### config.mk
export PLATFORM = sky130hd
export DESIGN_NAME = id_operand_stage
export DESIGN_NICKNAME = d
export VERILOG_FILES = /design/src/rtl/id_operand_stage.sv
export SDC_FILE = /design/constraint.sdc
export NUM_CORES = 1
export LEC_CHECK = 0
export BUFFER_PORTS_ARGS = -buffer_cell sky130_fd_sc_hd__buf_2
export CORE_AREA = 3 3 156 158
export DETAILED_ROUTE_END_ITERATION = 12
export DIE_AREA = 0 0 159 161
export SETUP_SLACK_MARGIN = 0.5
export SYNTH_ARGS = -nofsm -noshare
export SYNTH_HDL_FRONTEND = slang
export SYNTH_SLANG_ARGS = --single-unit
### constraint.sdc
create_clock -name clk -period 3 [get_ports clk]
set_input_delay 0.15 -clock clk [delete_from_list [all_inputs] [get_ports clk]]
set_output_delay 0.15 -clock clk [all_outputs]
set_load 0.05 [all_outputs]
### src/rtl/id_operand_stage.sv
// id_operand_stage: decode-stage pipeline register with operand forwarding and hazard stall.
//
// Holds one fetch payload and resolves NPORT register-read operands. Each operand comes from
// the youngest downstream producer (index 0 = EX) that writes the same non-zero register. If
// there is no such producer, the register file supplies it. The stage stalls when a consumed
// operand's winning producer has not produced its result yet.
//
// Ports:
//   clk, reset             clock, synchronous active-high reset
//   in_valid/in_allowin    handshake with fetch; in_bus is the incoming payload
//   out_valid/out_allowin  handshake with execute; hold_bus is the held payload
//   flush                  kill the held instruction and any same-cycle incoming payload
//   rd_addr/rd_need        per-port read address and consume flag (decoded from hold_bus)
//   rf_rdata               per-port register-file data
//   fwd_we/addr/data/pend  per-producer write enable, destination, result, result-not-ready
//   src_data               per-port resolved operand
//   stall, stall_cnt       hazard stall flag and saturating stall-cycle count
module id_operand_stage #(
  parameter int unsigned XLEN  = 32,
  parameter int unsigned AW    = 5,
  parameter int unsigned NPORT = 2,
  parameter int unsigned NSRC  = 3,
  parameter int unsigned BUS_W = 64,
  parameter int unsigned CNT_W = 16
) (
  input  logic                  clk,
  input  logic                  reset,
  input  logic                  in_valid,
  output logic                  in_allowin,
  input  logic [BUS_W-1:0]      in_bus,
  output logic                  out_valid,
  input  logic                  out_allowin,
  output logic [BUS_W-1:0]      hold_bus,
  input  logic                  flush,
  input  logic [NPORT*AW-1:0]   rd_addr,
  input  logic [NPORT-1:0]      rd_need,
  input  logic [NPORT*XLEN-1:0] rf_rdata,
  input  logic [NSRC-1:0]       fwd_we,
  input  logic [NSRC*AW-1:0]    fwd_addr,
  input  logic [NSRC*XLEN-1:0]  fwd_data,
  input  logic [NSRC-1:0]       fwd_pend,
  output logic [NPORT*XLEN-1:0] src_data,
  output logic                  stall,
  output logic [CNT_W-1:0]      stall_cnt
);

  logic             valid_q, valid_d;
  logic [BUS_W-1:0] hold_q, hold_d;
  logic [CNT_W-1:0] cnt_q, cnt_d;

  logic [NPORT-1:0] pend_hit;
  logic             ready_go;

  // Walk producers from oldest to youngest so the youngest match overwrites older ones.
  always_comb begin
    src_data = rf_rdata;
    pend_hit = '0;
    for (int p = 0; p < int'(NPORT); p++) begin
      for (int i = int'(NSRC) - 1; i >= 0; i--) begin
        if (fwd_we[i] && (fwd_addr[i*AW +: AW] == rd_addr[p*AW +: AW]) &&
            (rd_addr[p*AW +: AW] != '0)) begin
          src_data[p*XLEN +: XLEN] = fwd_data[i*XLEN +: XLEN];
          pend_hit[p]              = fwd_pend[i];
        end
      end
    end
  end

  // Only consumed operands whose winning producer is still pending block the stage.
  assign stall      = valid_q & |(rd_need & pend_hit);
  assign ready_go   = ~stall;
  assign out_valid  = valid_q & ready_go & ~flush;
  assign in_allowin = ~valid_q | (ready_go & out_allowin);

  always_comb begin
    valid_d = valid_q;
    hold_d  = hold_q;
    cnt_d   = cnt_q;
    if (flush) begin
      valid_d = 1'b0;
    end else if (in_allowin) begin
      valid_d = in_valid;
    end
    if (in_valid && in_allowin && !flush) begin
      hold_d = in_bus;
    end
    if (stall && (cnt_q != '1)) begin
      cnt_d = cnt_q + CNT_W'(1);
    end
  end

  always_ff @(posedge clk) begin
    if (reset) begin
      valid_q <= 1'b0;
      hold_q  <= '0;
      cnt_q   <= '0;
    end else begin
      valid_q <= valid_d;
      hold_q  <= hold_d;
      cnt_q   <= cnt_d;
    end
  end

  assign hold_bus  = hold_q;
  assign stall_cnt = cnt_q;

endmodule

### After elaboration in Yosys (flattened, before gate mapping)

Cells that the tools add are included.

* flip-flop bits (word level): 81
* bits in latches: 0
* memory bits (writable): 0
* ROM bits: 0
* input bits: 262
* logic and storage cells: 52
* memories kept: 0

* add/subtract/negate cells: 1
* multipliers: 0
* div/mod/pow operators: 0
* $lt $le $gt $ge: 0
* equality and inequality tests: 7
* shift operators: 0
* mux-type cells: 12
* bitwise operators: 9
* reduce and logical (&&, ||, !) cells: 20

Operators with widths (number)
* two-way mux 32 bit: 6
* equality test 5 bit: 6
* adder 16 x 1 -> 16 bit, second input constant: 1
* inequality test 16 bit, second input constant: 1
* logical AND 1 bit: 15
* nonzero test 5 bit: 2
* two-way mux 1 bit: 6
* bitwise AND 1 bit: 4
* OR reduction 2 bit: 2
* inverter 1 bit: 3
* bitwise AND 2 bit: 1
* zero test 1 bit: 1
* bitwise OR 1 bit: 1

### Longest topological paths before layout

* word-level depth: 14
* depth in mapped cells: 10
* mapped depth without buffers: 7

### Worst setup path before layout

No wires, ideal clock.

* path kind: input port to output port
* from: in rd_addr[6]
* to: out out_valid
* arrival time: 2.463 ns
* data required time: 2.850 ns
* path slack: 0.387 ns
* stages: 6
* path buffers: 0
* cells stage by stage: or4_1 > o211ai_1 > nor3_1 > a211oi_2 > o32ai_2 > nor3_1

* word-level cells in the longest chain between the ends: 12

RTL lines
* start: declaration: line 35 `input logic [NPORT*AW-1:0] rd_addr,`
* equality test 5 bit: line 60 `if (fwd_we[i] && (fwd_addr[i*AW +: AW] == rd_addr[p*AW +: AW]) &&`
* logical AND 1 bit (2 in a row): line 60
* two-way mux 1 bit (2 in a row): line 60
* two-way mux 1 bit *: line 60
* bitwise AND 2 bit *: line 70 `assign stall = valid_q & |(rd_need & pend_hit);`
* OR reduction 2 bit *: line 70
* bitwise AND 1 bit *: line 70
* inverter 1 bit *: line 71 `assign ready_go = ~stall;`
* bitwise AND 1 bit * (2 in a row): line 72 `assign out_valid = valid_q & ready_go & ~flush;`
* end: declaration: line 31 `output logic out_valid,`

Mark *: on every way between the ends. The rest lies on a longest branch, timed or not.

### Worst setup path in the final report

* from: in rd_addr[1]
* to: out in_allowin

* word-level cells in the longest chain between the ends: 12

RTL lines
* equality test 5 bit: line 60
* logical AND 1 bit (2 in a row): line 60
* two-way mux 1 bit (2 in a row): line 60
* two-way mux 1 bit *: line 60
* bitwise AND 2 bit *: line 70
* OR reduction 2 bit *: line 70
* bitwise AND 1 bit *: line 70
* inverter 1 bit *: line 71
* bitwise AND 1 bit *: line 73 `assign in_allowin = ~valid_q | (ready_go & out_allowin);`
* bitwise OR 1 bit *: line 73
* end: declaration: line 29 `output logic in_allowin,`

Marks and branches as above.

==> summary.md <==
| Metric | Value |
|---|---|
| Critical path's most frequent cell | buf_4 |
| Detailed Place HPWL | 19.9 mm |
| Reported max-cap violation count | 0 |
| First-pass GRT wire length | around 38 mm |
| Combinational power share | a little under two fifths |
| Detailed Route WL | roughly 25 mm |
| Root buf cell | clkbuf_16 |
| Worst hold slack | a little over 0.07 ns |
| Total congestion overflow | 0 |
| Synthesis Warnings | 0 |
| Total number of vias | about 7000 |
| RSZ-0062 raised after global routing | yes |
| Bufs on Longest Clock Path | 2 |
| Chip Height | about 160 µm |
| CP max-delay cell | or4_4 |
| Sw frac | a little under two fifths |
| Largest net degree at the start of global routing | 65 |
| Clock Latency Late Sink | approximately 0.33 ns |
| H-tree levels | 3 |
| Post-synthesis cell area | between 6000 and 7000 µm² |
| Commonest non-fill, non-tap cell in the layout | buf_2 |
| Final ANT Viol Nets | 0 |
| Status | finished clean |
| CP Capture Type | output pin |
| CTS tree | done |
| Layout cells sized above 1 | between 40% and 50% |
| Psw | ~1300 µW |
| CP Cell Sequence | buf_2 -> or4_4 -> o211ai_2 -> nor3_1 -> a211oi_2 -> o32a_1 -> buf_4 -> a21oi_1 -> inv_1 -> buf_4 |
| Reg clk slew, reported paths | approximately 0.06 ns |
| Final Slew Violations | 0 |
| Cell leakage power | about 0.0043 µW |
| Sequential area share after synthesis | between 20 and 30% |
| DRC viols | 0 |
| Worst Path Required | 2.85 ns |
| Setup ws final | between 0.4 and 0.5 ns |
| Total Neg Setup Slack | 0 ns |
| Synth Area in Compound Gates | a little under a fifth |
| Mapped Nets | approximately 1000 |
| Cts hold-fix bufs | 0 |
| I/O pin cnt | roughly 410 |
| Critical path class | input port to output pin |
| Count of cell types in the netlist | just over 40 |
| Initial Utilization | between 20% and 30% |
| Startpoint Class | input port |
| Clock net sink count | 81 |
| Gp weighted congestion | about 0.90 |
| Tightest Hold Check Type | input port to register |
| Count of final hold-check violations | 0 |
| IO buf count | 408 |
| Final min period | around 2.5 ns |
| Data arrival, critical path | around 2.4 ns |
| Final Net Count | about 1400 |
| CP max FO | 19 |
| Vias/cell | slightly below 5 |
| P per Cell Area | ~390 nW/µm² |
| Mux cell area share after synthesis | between 20% and 30% |
| Most frequent cells in the layout | 402 x buf_2, 130 x nand2b_1, 129 x mux2i_1, 81 x dfxtp_1, 80 x nor2_1 |
| Synth area leaders | dfxtp_1 26%, mux2i_1 20%, nand2b_1 13%, a211oi_1 7.6%, a21o_1 7.6% |
| Area share of the largest cell type after synthesis | 25.7% |
| Peak VDD IR | roughly 340 µV |
| Final setup viols | 0 |
| Critical Path Max Stage Delay | 0.58 ns |
| Number of DRC markers in iteration 0 | 353 |
| Core ar. | approximately 23000 µm² |
| Largest family of logic cells by synthesized area | simple AND/OR/NAND/NOR gates |
| Drt first pass iters | 4 |
| Clock Skews | 0.00561 ns |
| Slew @ Worst Pin | roughly 0.77 ns |
| Tcrit/Tclk final | between 80% and 90% |
| GRT Total Usage | between 10% and 20% |
| Placement Setup Slack | about 0.26 ns |
| Routed length per instance | ~17 µm |
| Vias in the first global route | between 6000 and 7000 |
| Total CTS buffers | 9 |
| Area Overhead vs Synth | 44.5% |
| Die ar. | 25600 µm² |
| Cell Int Power | approximately 2300 µW |
| Area share of fa/ha/maj cells after synthesis | 0.198% |
| Reg power frac | approximately a third |
| Slew HR | 48.5% |
| Post-synthesis simple-gate area fraction | ~24% |
| Clock power share | a little under a third |
| Initial antenna violation count | 4 |
| Syn_area_per_cell | ~8.4 µm² |
| Die Span X | 159 µm |
| Syn Inst Count | roughly 750 |
| Synth Register Bits | 81 |
| Synth Area in XOR/XNOR | 4.16% |
| Synth area leader | dfxtp_1 |
| Std-Cell Rows | 56 |
| Max Fclk | 397 MHz |
[flip-flops by register name (all words and copies together), names as in the netlist]
name	cells
valid_q	1
hold_bus	64
stall_cnt	16
[worst max-delay path: cells and delay by family]
| kind | cells | cell delay (ns) |
|---|---|---|
| buffers and inverters | 4 | 0.64 |
| AND/OR/NAND/NOR | 2 | 0.69 |
| AO/OA/AOI/OAI | 4 | 0.88 |
[power by group through the flow]
stage                     sequential (µW)  clock [µW]  combinational (µW)
after floorplan                      1390           0                 668
after global placement               1190           0                1310
after detailed placement             1190           0                1310
after CTS                            1170        1140                1320
after global routing                 1180        1180                1400
final                                1170        1110                1320
[synth_stat cells, drive strengths merged]
library cell  count
a211oi           66
a21o             64
a21oi             6
and2              1
and3              4
and4              3
buf              22
clkbuf           42
dfxtp            81
ha                1
inv               5
mux2             10
mux2i           129
nand2             7
nand2b          130
nand3             9
nand3b            1
nand4             9
nor2             80
nor2b            11
nor3             11
nor3b             5
nor4              3
o2111ai           2
o211ai            2
o21a              1
o31ai             5
o32a              1
o32ai             2
o41ai             1
or4               7
xnor2            22
xor2              8
[through the flow]
step,utilization (%),cells,area [µm²],total power (µW)
2_1_floorplan,-,751,6320,2060
3_3_place_gp,37.5,1431,8730,2490
3_5_place_dp,37.5,1431,8730,2500
4_1_cts,38.8,1446,9030,3620
5_1_grt,39.2,1452,9120,3760
6_report,39.2,1452,9120,3600
[worst paths after layout]
path | startpoint | to | slack [ns] | cells after the start
worst max-delay path | rd_addr[1] | in_allowin | 0.48 | 10
worst min-delay path | in_bus[11] | hold_bus[11]$_SDFFE_PP0P_ | 0.07 | 3
worst max register to register | stall_cnt[6]$_SDFFE_PP0P_ | stall_cnt[8]$_SDFFE_PP0P_ | 0.85 | 9
worst min register to register | hold_bus[58]$_SDFFE_PP0P_ | hold_bus[58]$_SDFFE_PP0P_ | 0.47 | 2
[logic make-up (layout without fill, tap and decap cells)]
kind of cell	count (synthesis)	after routing
other	0	1
adder cells (fa/ha/maj)	1	1
buffers and inverters	69	450
multiplexers	139	139
XOR/XNOR	30	30
flip-flops	81	81
AND/OR/NAND/NOR	281	281
AO/OA/AOI/OAI	150	150
[metal layers]
metal  wire length, µm  track usage (%)  share of wire, %  up-vias
met5                13                0             0.052        -
met3              2130             5.77               8.4       49
met4               918             7.72               3.6        2
met2             11700             30.2                46      321
met1             10500             22.2                42     3221
li1                  -                -                 -     3410
[cell type report]
class | instances | area, µm²
fillers | 2475 | 14100
multi-input cells | 601 | 4470
repair buffers | 430 | 2310
flip-flops and latches | 81 | 1620
well taps | 319 | 399
clock buffers | 10 | 239
clock inverters | 5 | 56.3
inverters | 5 | 18.8
diodes | 1 | 2.50
[timing repair]
item                       CTS  global route
pin swaps                    0             3
gates resized for setup      3            13
setup endpoints to repair   19            70
setup buffers                0             5
No activity file was read; power rests on OpenSTA's default activity.
